### src/rtl/mem_arb_ctrl.sv
// mem_arb_ctrl: two-port round-robin arbiter sequencing single-cycle accesses to a single-port memory,
// returning read data to the owning requester after RD_LAT cycles.
module mem_arb_ctrl #(
    parameter int AW = 8,
    parameter int DW = 8,
    parameter int RD_LAT = 1
) (
    input  logic          clk,
    input  logic          rst_n,
    input  logic          req0_valid,
    input  logic          req0_we,
    input  logic [AW-1:0] req0_addr,
    input  logic [DW-1:0] req0_wdata,
    output logic          req0_ready,
    output logic          req0_rvalid,
    output logic [DW-1:0] req0_rdata,
    input  logic          req1_valid,
    input  logic          req1_we,
    input  logic [AW-1:0] req1_addr,
    input  logic [DW-1:0] req1_wdata,
    output logic          req1_ready,
    output logic          req1_rvalid,
    output logic [DW-1:0] req1_rdata,
    output logic [AW-1:0] mem_address,
    output logic [DW-1:0] mem_data_in,
    output logic          mem_read_write,
    output logic          mem_chip_en,
    input  logic [DW-1:0] mem_data_out
);
    typedef enum logic [1:0] {IDLE, ISSUE, WAIT} state_t;
    state_t        state;
    logic          ptr;
    logic          owner;
    logic [1:0]    cnt;
    logic [DW-1:0] rdata;
    logic          win0;
    logic          win1;
    // A lone valid wins outright; on contention ptr picks (0 favours requester 0)
    assign win0 = req0_valid && (!req1_valid || !ptr);
    assign win1 = req1_valid && (!req0_valid || ptr);
    assign req0_ready = rst_n && state == IDLE && win0;
    assign req1_ready = rst_n && state == IDLE && win1;
    assign req0_rdata = rdata;
    assign req1_rdata = rdata;
    always_ff @(posedge clk or negedge rst_n) begin
        if (!rst_n) begin
            state          <= IDLE;
            ptr            <= 1'b0;
            owner          <= 1'b0;
            cnt            <= 2'd0;
            rdata          <= '0;
            req0_rvalid    <= 1'b0;
            req1_rvalid    <= 1'b0;
            mem_address    <= '0;
            mem_data_in    <= '0;
            mem_read_write <= 1'b0;
            mem_chip_en    <= 1'b0;
        end else begin
            mem_chip_en <= 1'b0;
            req0_rvalid <= 1'b0;
            req1_rvalid <= 1'b0;
            case (state)
                IDLE: if (win0 || win1) begin
                    owner          <= win1;
                    ptr            <= win0;
                    mem_address    <= win1 ? req1_addr : req0_addr;
                    mem_data_in    <= win1 ? req1_wdata : req0_wdata;
                    mem_read_write <= win1 ? req1_we : req0_we;
                    mem_chip_en    <= 1'b1;
                    state          <= ISSUE;
                end
                ISSUE: begin
                    state <= mem_read_write ? IDLE : WAIT;
                    cnt   <= 2'(RD_LAT - 1);
                end
                WAIT: if (cnt == 2'd0) begin
                    rdata       <= mem_data_out;
                    req0_rvalid <= !owner;
                    req1_rvalid <= owner;
                    state       <= IDLE;
                end else begin
                    cnt <= cnt - 2'd1;
                end
                default: state <= IDLE;
            endcase
        end
    end
endmodule
### config.mk
export PLATFORM = sky130hd
export DESIGN_NAME = mem_arb_ctrl
export DESIGN_NICKNAME = d
export VERILOG_FILES = /design/src/rtl/mem_arb_ctrl.sv
export SDC_FILE = /design/constraint.sdc
export NUM_CORES = 1
export LEC_CHECK = 0
export BUFFER_PORTS_ARGS = -buffer_cell sky130_fd_sc_hd__buf_2
export CAP_MARGIN = 20
export CORE_MARGIN = 4
export CORE_UTILIZATION = 25
export DETAILED_ROUTE_END_ITERATION = 10
export PLACE_DENSITY = 0.57
export SLEW_MARGIN = 20
export SYNTH_ARGS = -nofsm -noshare
export SYNTH_HDL_FRONTEND = slang
export SYNTH_SLANG_ARGS = --single-unit
### constraint.sdc
create_clock -name clk -period 1.45 [get_ports clk]
set_input_delay 0.29 -clock clk [delete_from_list [all_inputs] [get_ports clk]]
set_output_delay 0.29 -clock clk [all_outputs]
set_load 0.01 [all_outputs]
==> impl_metrics.csv, run 1 <==
group,metric,value,unit
placement,buffer_ports.inserted,83,
timing,rsz0062_at_grt,"true",
detailed_routing,routed-via-count,1569,
worst_setup_path,required,1.16,ns
clocking,clk-insertion-delay-late,0.29,ns
clocking,cts_tree,"built",
synthesis,syn_nets,214,
floorplanning,top_ports,84,
finish,fill_cells,681,
detailed_routing,drt-initial-drc-count,24,
job,number_of_violations_of_the_max_capacitance_limit,0,
grt,grt_start_max_net_pins,35,
synthesis,synth-seq-cells,34,
synthesis,netlist_instances,167,
placement,place_hpwl,3447,µm
timing,min_period_over_period,98.50,%
finish,layout_commonest_cell,"sky130_fd_sc_hd__buf_2",
worst_setup_path,timing.critical_path.fanout_max,3,
grt,grt_antenna_before_repair,0,
worst_setup_path,timing.reg2reg.setup_slack,0.10,ns
placement,gp_routability_congestion,0.7552,
timing,fin_hold_ws,0.1151,ns
grt,grt_usage,11.51,%
grt,wire_length_of_the_first_global_routing_pass,7790,µm
finish,nNetsFinal,303,
worst_setup_path,crit_path_end_kind,"output port",
floorplanning,die_height,90.11,µm
worst_setup_path,timing.setup.critical_path_class,"register to output port",
finish,regArea,850.8,µm²
grt,gr-total-overflow,0,
detailed_routing,wl,4734,µm
pwr,post-layout-total-power,4.638,mW
clocking,cts-hold-fix-buffers,0,
pwr,vdd.ir_drop.worst,0.0007912,V
clocking,htreeDepth,2,
hold_path,worst_hold_path_type,"input port to async pin",
synthesis,post_synth.cell_area_avg,10.09,µm²
finish,area_of_combinational_cells_with_multiple_inputs,690.7,µm²
timing,worstMarginPinSlew,0.4415,ns
worst_setup_path,critPathLaunchType,"register",
pwr,cellLeakagePower,1.080,nW
finish,synthToLayoutAreaGrowth,37.64,%
status,run_status,"complete, no violations",
timing,report.final.slew_viol_count,0,
floorplanning,floorplan.core_area,0.006459,mm²
floorplanning,floorplan.rows,29,
finish,diode_insertion_count_for_antenna_repair,0,
timing,setup_violations,0,
detailed_routing,final_antenna_net_count,0,
finish,mostFrequentLayoutCells,"83 x sky130_fd_sc_hd__buf_2, 34 x sky130_fd_sc_hd__dfrtp_1, 20 x sky130_fd_sc_hd__o21ai_0, 20 x sky130_fd_sc_hd__a21oi_1",
pwr,pwr_density_cell,2000,mW/mm²
finish,post_route_cells_drive_above_1_share,50.97,%
synthesis,ys_seq_area_share,50.48,%
floorplanning,die_w,90.11,µm
detailed_routing,detail_route.vias_per_cell,4.698,
timing,post-route-min-period,1.428,ns
worst_setup_path,worst_ep_arrival_time,1.14,ns
timing,hold_viol,0,
clocking,clk_pin_slew,0.08,ns
timing,fmax,0.7002,GHz
floorplanning,design.die.area,0.008119,mm²
synthesis,yosys.cell_types.count,24,
timing,max-slew-margin-rel,70.57,%
clocking,cts_inserted_buffers,5,
synthesis,yosys_warnings,0,
timing,clock-skew-final,0.01204,ns
detailed_routing,drc,0,
grt,first_global_vias,1606,
clocking,clk_root_buffer_cell,"sky130_fd_sc_hd__clkbuf_8",
clocking,ctsLongestPathBuffers,2,
synthesis,synth.cell_area,0.001685,mm²
detailed_routing,drtPass1Iterations,4,
detailed_routing,routedWlPerCell,14.17,µm
floorplanning,initial_utilization,26.09,%
clocking,clock-sinks,34,
final cells by class:
cell class,count,share of cell area (%)
clock buffer,5,2.967
clock inverter,3,0.9169
tap,77,4.153
inverter,6,0.9709
sequential,34,36.68
multi-input combinational,106,29.77
timing repair buffer,103,24.54
Yosys cell counts:
master | count | area [µm²]
sky130_fd_sc_hd__a21oi_1 | 20 | 100.1
sky130_fd_sc_hd__a31oi_1 | 9 | 56.30
sky130_fd_sc_hd__a31oi_2 | 9 | 112.6
sky130_fd_sc_hd__and2_1 | 2 | 12.51
sky130_fd_sc_hd__and2b_1 | 1 | 7.510
sky130_fd_sc_hd__buf_2 | 1 | 5.000
sky130_fd_sc_hd__buf_4 | 9 | 67.56
sky130_fd_sc_hd__buf_6 | 3 | 33.78
sky130_fd_sc_hd__clkbuf_1 | 8 | 30.03
sky130_fd_sc_hd__dfrtp_1 | 34 | 850.8
sky130_fd_sc_hd__ha_1 | 1 | 12.51
sky130_fd_sc_hd__inv_1 | 6 | 22.52
sky130_fd_sc_hd__mux2_2 | 8 | 90.09
sky130_fd_sc_hd__nand2_1 | 5 | 18.77
sky130_fd_sc_hd__nand2b_1 | 1 | 6.260
sky130_fd_sc_hd__nand3_1 | 19 | 95.09
sky130_fd_sc_hd__nand3b_1 | 1 | 7.510
sky130_fd_sc_hd__nor2_1 | 4 | 15.01
sky130_fd_sc_hd__nor3_1 | 1 | 5.000
sky130_fd_sc_hd__nor3b_1 | 2 | 15.01
sky130_fd_sc_hd__o21a_1 | 1 | 7.510
sky130_fd_sc_hd__o21ai_0 | 20 | 100.1
sky130_fd_sc_hd__o31ai_1 | 1 | 7.510
sky130_fd_sc_hd__or2_1 | 1 | 6.260
sequential cells by signal, indices dropped and copies added, names as in the netlist:
signal	cells
cnt	2
mem_address	8
mem_chip_en	1
mem_data_in	8
mem_read_write	1
owner	1
ptr	1
req0_rdata	8
req0_rvalid	1
req1_rvalid	1
state	2
timing repair:
item | CTS | global route
pin swaps | 2 | 0
resized for setup | 3 | 1
endpoints found under the setup margin | 2 | 3
setup buffers | 2 | 0
worst max-delay path, stage by stage, from the launching register on:
cell and delay (ns):
sky130_fd_sc_hd__dfrtp_1 0.36, sky130_fd_sc_hd__and2b_1 0.21, sky130_fd_sc_hd__nor3_2 0.14, sky130_fd_sc_hd__buf_2 0.15
path summary, 6_finish.rpt:
path,endpoint,depth (start not counted),start
max in group asynchronous,req0_rdata[7]$_DFFE_PN0P_,2,rst_n
min in group clk,req0_rdata[3]$_DFFE_PN0P_,2,mem_data_out[3]
worst min register to register,req0_rvalid$_DFF_PN0_,1,owner$_DFFE_PN0P_
worst max register to register,req0_rdata[5]$_DFFE_PN0P_,5,cnt[0]$_DFFE_PN0P_
worst max-delay path,req1_ready,3,ptr$_DFFE_PN0P_
worst min-delay path,cnt[0]$_DFFE_PN0P_,2,rst_n
report_power, final:
group          internal, mW  leakage (nW)  total [mW]  switching, mW
logic                  1.07         0.636        2.30           1.22
registers              1.39         0.401        1.64          0.251
clock network         0.337        0.0441       0.702          0.364
metrics by stage:
stage	cells	setup WS [ns]	setup TNS (ns)	instance area, µm²	util, %
2_1_floorplan	167	0.08133	0	1685	-
3_3_place_gp	324	0.1224	0	2198	34.04
3_5_place_dp	324	0.08709	0	2198	34.04
4_1_cts	334	0.004988	0	2316	35.86
5_1_grt	334	-0.05471	-0.09421	2320	35.92
6_report	334	0.02181	0	2320	35.92
metal layers:
metal	share of wire (%)	up-vias	GRT usage, %
met1	45	746	14.36
met5	0	-	0
li1	-	767	-
met3	5.9	3	3.255
met4	0.30	0	2.679
met2	49	53	19.66
cells by family (layout without fill, tap and decap cells):
family	count (synthesis)	after routing	share of synthesized area, %
mux	8	8	5.345
fa+ha+maj	1	1	0.7423
compound gates	60	60	22.79
simple gates	37	37	11.21
flops	34	34	50.48
buf+inv	27	117	9.428
No activity file was read; power rests on OpenSTA's default activity.
==> inputs of run 2 (changes only) <==
CORE_MARGIN = 5   (was 4)
PLACE_DENSITY = not set   (was 0.57)
PLACE_DENSITY_LB_ADDON = 0.08   (was not set)
==> run 2 against run 1 <==
The flow now finishes with violations (setup timing). Combinational power decreased by 3%. Register-to-register slack about the same. Hold slack got worse by 0.015 ns. Global-route usage is 0.27 points higher. Total power up 7.0%. Critical path depth grew 1.
==> impl_metrics.csv, run 2 (synthesis results as in run 1) <==
group,metric,value,unit
pwr,p_int,3.156,mW
grt,globalRouteMet1Util,14.45,%
hold_path,worst_hold_path_type,"input port to async pin",
finish,mostFrequentLayoutCells,"83 x sky130_fd_sc_hd__buf_2, 33 x sky130_fd_sc_hd__dfrtp_1, 20 x sky130_fd_sc_hd__o21ai_0, 20 x sky130_fd_sc_hd__a21oi_1, 20 x sky130_fd_sc_hd__buf_4",
worst_setup_path,required,1.16,ns
timing,min_period_over_period,101.9,%
clocking,clk_pin_slew,0.07,ns
grt,met3_usage,3.610,%
worst_setup_path,worstReg2RegStart,"cnt[0]$_DFFE_PN0P_",
timing,post-route-min-period,1.477,ns
detailed_routing,drt-initial-drc-count,41,
clocking,cts_tree,"built",
pwr,p_clk_share,21.8,%
floorplanning,initial_utilization,25.22,%
floorplanning,design.die.area,0.008483,mm²
placement,gp_routability_congestion,0.7462,
worst_setup_path,crit_path_end_kind,"output port",
finish,nNetsFinal,303,
placement,place_area,0.002187,mm²
worst_setup_path,critical-path-max-stage-delay,0.42,ns
worst_setup_path,timing.critical_path.fanout_max,3,
detailed_routing,drtPass1Iterations,4,
clocking,ctsLongestPathBuffers,2,
finish,layout_commonest_cell,"sky130_fd_sc_hd__buf_2",
timing,fmax,0.6769,GHz
placement,buffer_ports.inserted,83,
timing,postLayoutSetupSlackWorst,-0.02723,ns
finish,synthToLayoutAreaGrowth,40.83,%
timing,setup_violations,1,
detailed_routing,drc,0,
detailed_routing,routedWlPerCell,14.30,µm
worst_setup_path,r2r_end,"req0_rdata[2]$_DFFE_PN0P_",
pwr,p_switching,1.807,mW
clocking,cts_inserted_buffers,5,
floorplanning,floorplan.core_area,0.006681,mm²
timing,rsz0062_at_grt,"true",
pwr,pwr_density_cell,2091,mW/mm²
worst_setup_path,cp_slowest_cell,"sky130_fd_sc_hd__dfrtp_2",
floorplanning,top_ports,84,
timing,max-slew-margin-rel,69.85,%
floorplanning,die_height,92.11,µm
detailed_routing,wl,4820,µm
worst_setup_path,worst-r2r-cell-count,5,
grt,global_route.usage.met2,19.89,%
grt,grt_antenna_before_repair,0,
detailed_routing,final_antenna_net_count,0,
worst_setup_path,critPathLaunchType,"register",
placement,place_hpwl,3541,µm
pwr,switching_share,36.41,%
clocking,clock-sinks,34,
worst_setup_path,timing.critical_path.cells,"nor2_4 > nand2_2 > nor3_2 > buf_2",
grt,gr-total-overflow,0,
timing,fin_tns_setup,-0.02723,ns
pwr,cellLeakagePower,1.106,nW
pwr,post-layout-total-power,4.962,mW
grt,busiest_layer,"met2",
finish,post_route_cells_drive_above_1_share,51.36,%
floorplanning,die_w,92.11,µm
finish,design_area,0.002374,mm²
clocking,cts-hold-fix-buffers,0,
worst_setup_path,timing.critical_path.buf_inv,1,
worst_setup_path,worst_ep_arrival_time,1.19,ns
status,violations,"setup timing",
grt,wire_length_of_the_first_global_routing_pass,7941,µm
timing,hold_viol,0,
clocking,clk-insertion-delay-late,0.28,ns
status,run_status,"finished with violations",
detailed_routing,detail_route.vias_per_cell,4.611,
floorplanning,floorplan.rows,30,
worst_setup_path,crit_path_leading_delay_family,"flip-flops",
detailed_routing,routed-via-count,1554,
worst_setup_path,timing.reg2reg.setup_slack,0.09,ns
timing,clock-skew-final,0.007545,ns
grt,first_global_vias,1683,
grt,grt_usage,11.78,%
worst_setup_path,timing.setup.critical_path_class,"register to output port",
clocking,clk_root_buffer_cell,"sky130_fd_sc_hd__clkbuf_8",
finish,diode_insertion_count_for_antenna_repair,0,
worst_setup_path,timing.critical_path.depth,4,
pwr,vdd.ir_drop.worst,0.0006572,V
timing,report.final.slew_viol_count,0,
job,number_of_violations_of_the_max_capacitance_limit,0,
clocking,htreeDepth,2,
pwr,power_frac_seq,33.1,%
worst_setup_path,critical_path.startpoint,"state[0]$_DFFE_PN0P_",
pwr,comb_power_share,45.1,%
timing,worstMarginPinSlew,0.4522,ns
worst_setup_path,crit_end,"req1_ready",
grt,grt_start_max_net_pins,35,
timing,fin_hold_ws,0.09998,ns
-- run 2: changes by cell type in the layout (fill, tap and decap cells not counted), sizes merged --
cell	delta
bufinv	+2
clkbuf	+1
clkinvlp	-1
clkinv	-2
-- run 2: metal layers --
layer / wire length, µm / share of wire [%]
met1: 2177 / 45
met2: 2299 / 48
met3: 301 / 6.2
met4: 42 / 0.87
met5: 0 / 0
-- run 2: cell type report --
class | instances | area [µm²]
fill | 720 | 4308
timing repair buffer | 103 | 565.5
tap | 80 | 100.1
clock buffer | 6 | 82.58
inverter | 6 | 22.52
multi-input combinational | 106 | 690.7
clock inverter | 2 | 60.06
sequential | 34 | 852.1
-- run 2: worst register-to-register path, stage by stage (launching register included) --
cell,delay (ns)
sky130_fd_sc_hd__dfrtp_1,0.38
sky130_fd_sc_hd__inv_1,0.06
sky130_fd_sc_hd__ha_1,0.20
sky130_fd_sc_hd__nand3b_1,0.08
sky130_fd_sc_hd__buf_4,0.18
sky130_fd_sc_hd__mux2_2,0.34
-- run 2: power by group through the flow --
stage                     combinational, mW  sequential (mW)  clock, mW
after global placement                 2.20             1.67          0
final                                  2.24             1.64       1.08
after detailed placement               2.19             1.67          0
after floorplan                        1.27             1.84          0
after CTS                              2.28             1.65       1.12
after global routing                   2.47             1.70       1.16
-- run 2: worst min path at each step --
stage | endpoint | cells after the start | from
2_1_floorplan | cnt[0]$_DFFE_PN0P_ | 0 | rst_n
3_3_place_gp | req0_rvalid$_DFF_PN0_ | 1 | owner$_DFFE_PN0P_
3_5_place_dp | mem_data_in[7]$_DFFE_PN0P_ | 2 | rst_n
4_1_cts | req0_rdata[6]$_DFFE_PN0P_ | 2 | rst_n
5_1_grt | req1_rvalid$_DFF_PN0_ | 2 | rst_n
6_report | cnt[1]$_DFFE_PN0P_ | 2 | rst_n
-- run 2: what timing repair did --
action	CTS	global route
setup buffers	3	1
setup endpoints to repair	2	7
pin swaps	3	0
endpoints found under the hold margin	0	0
resized for setup	4	0
-- run 2: through the flow --
stage | utilization, % | setup WS, ns | instances
after floorplan | - | 0.08133 | 167
after global placement | 32.73 | 0.1092 | 325
after detailed placement | 32.73 | 0.08946 | 325
after CTS | 35.41 | -0.03890 | 336
after global routing | 35.52 | -0.1088 | 337
final | 35.52 | -0.02723 | 337
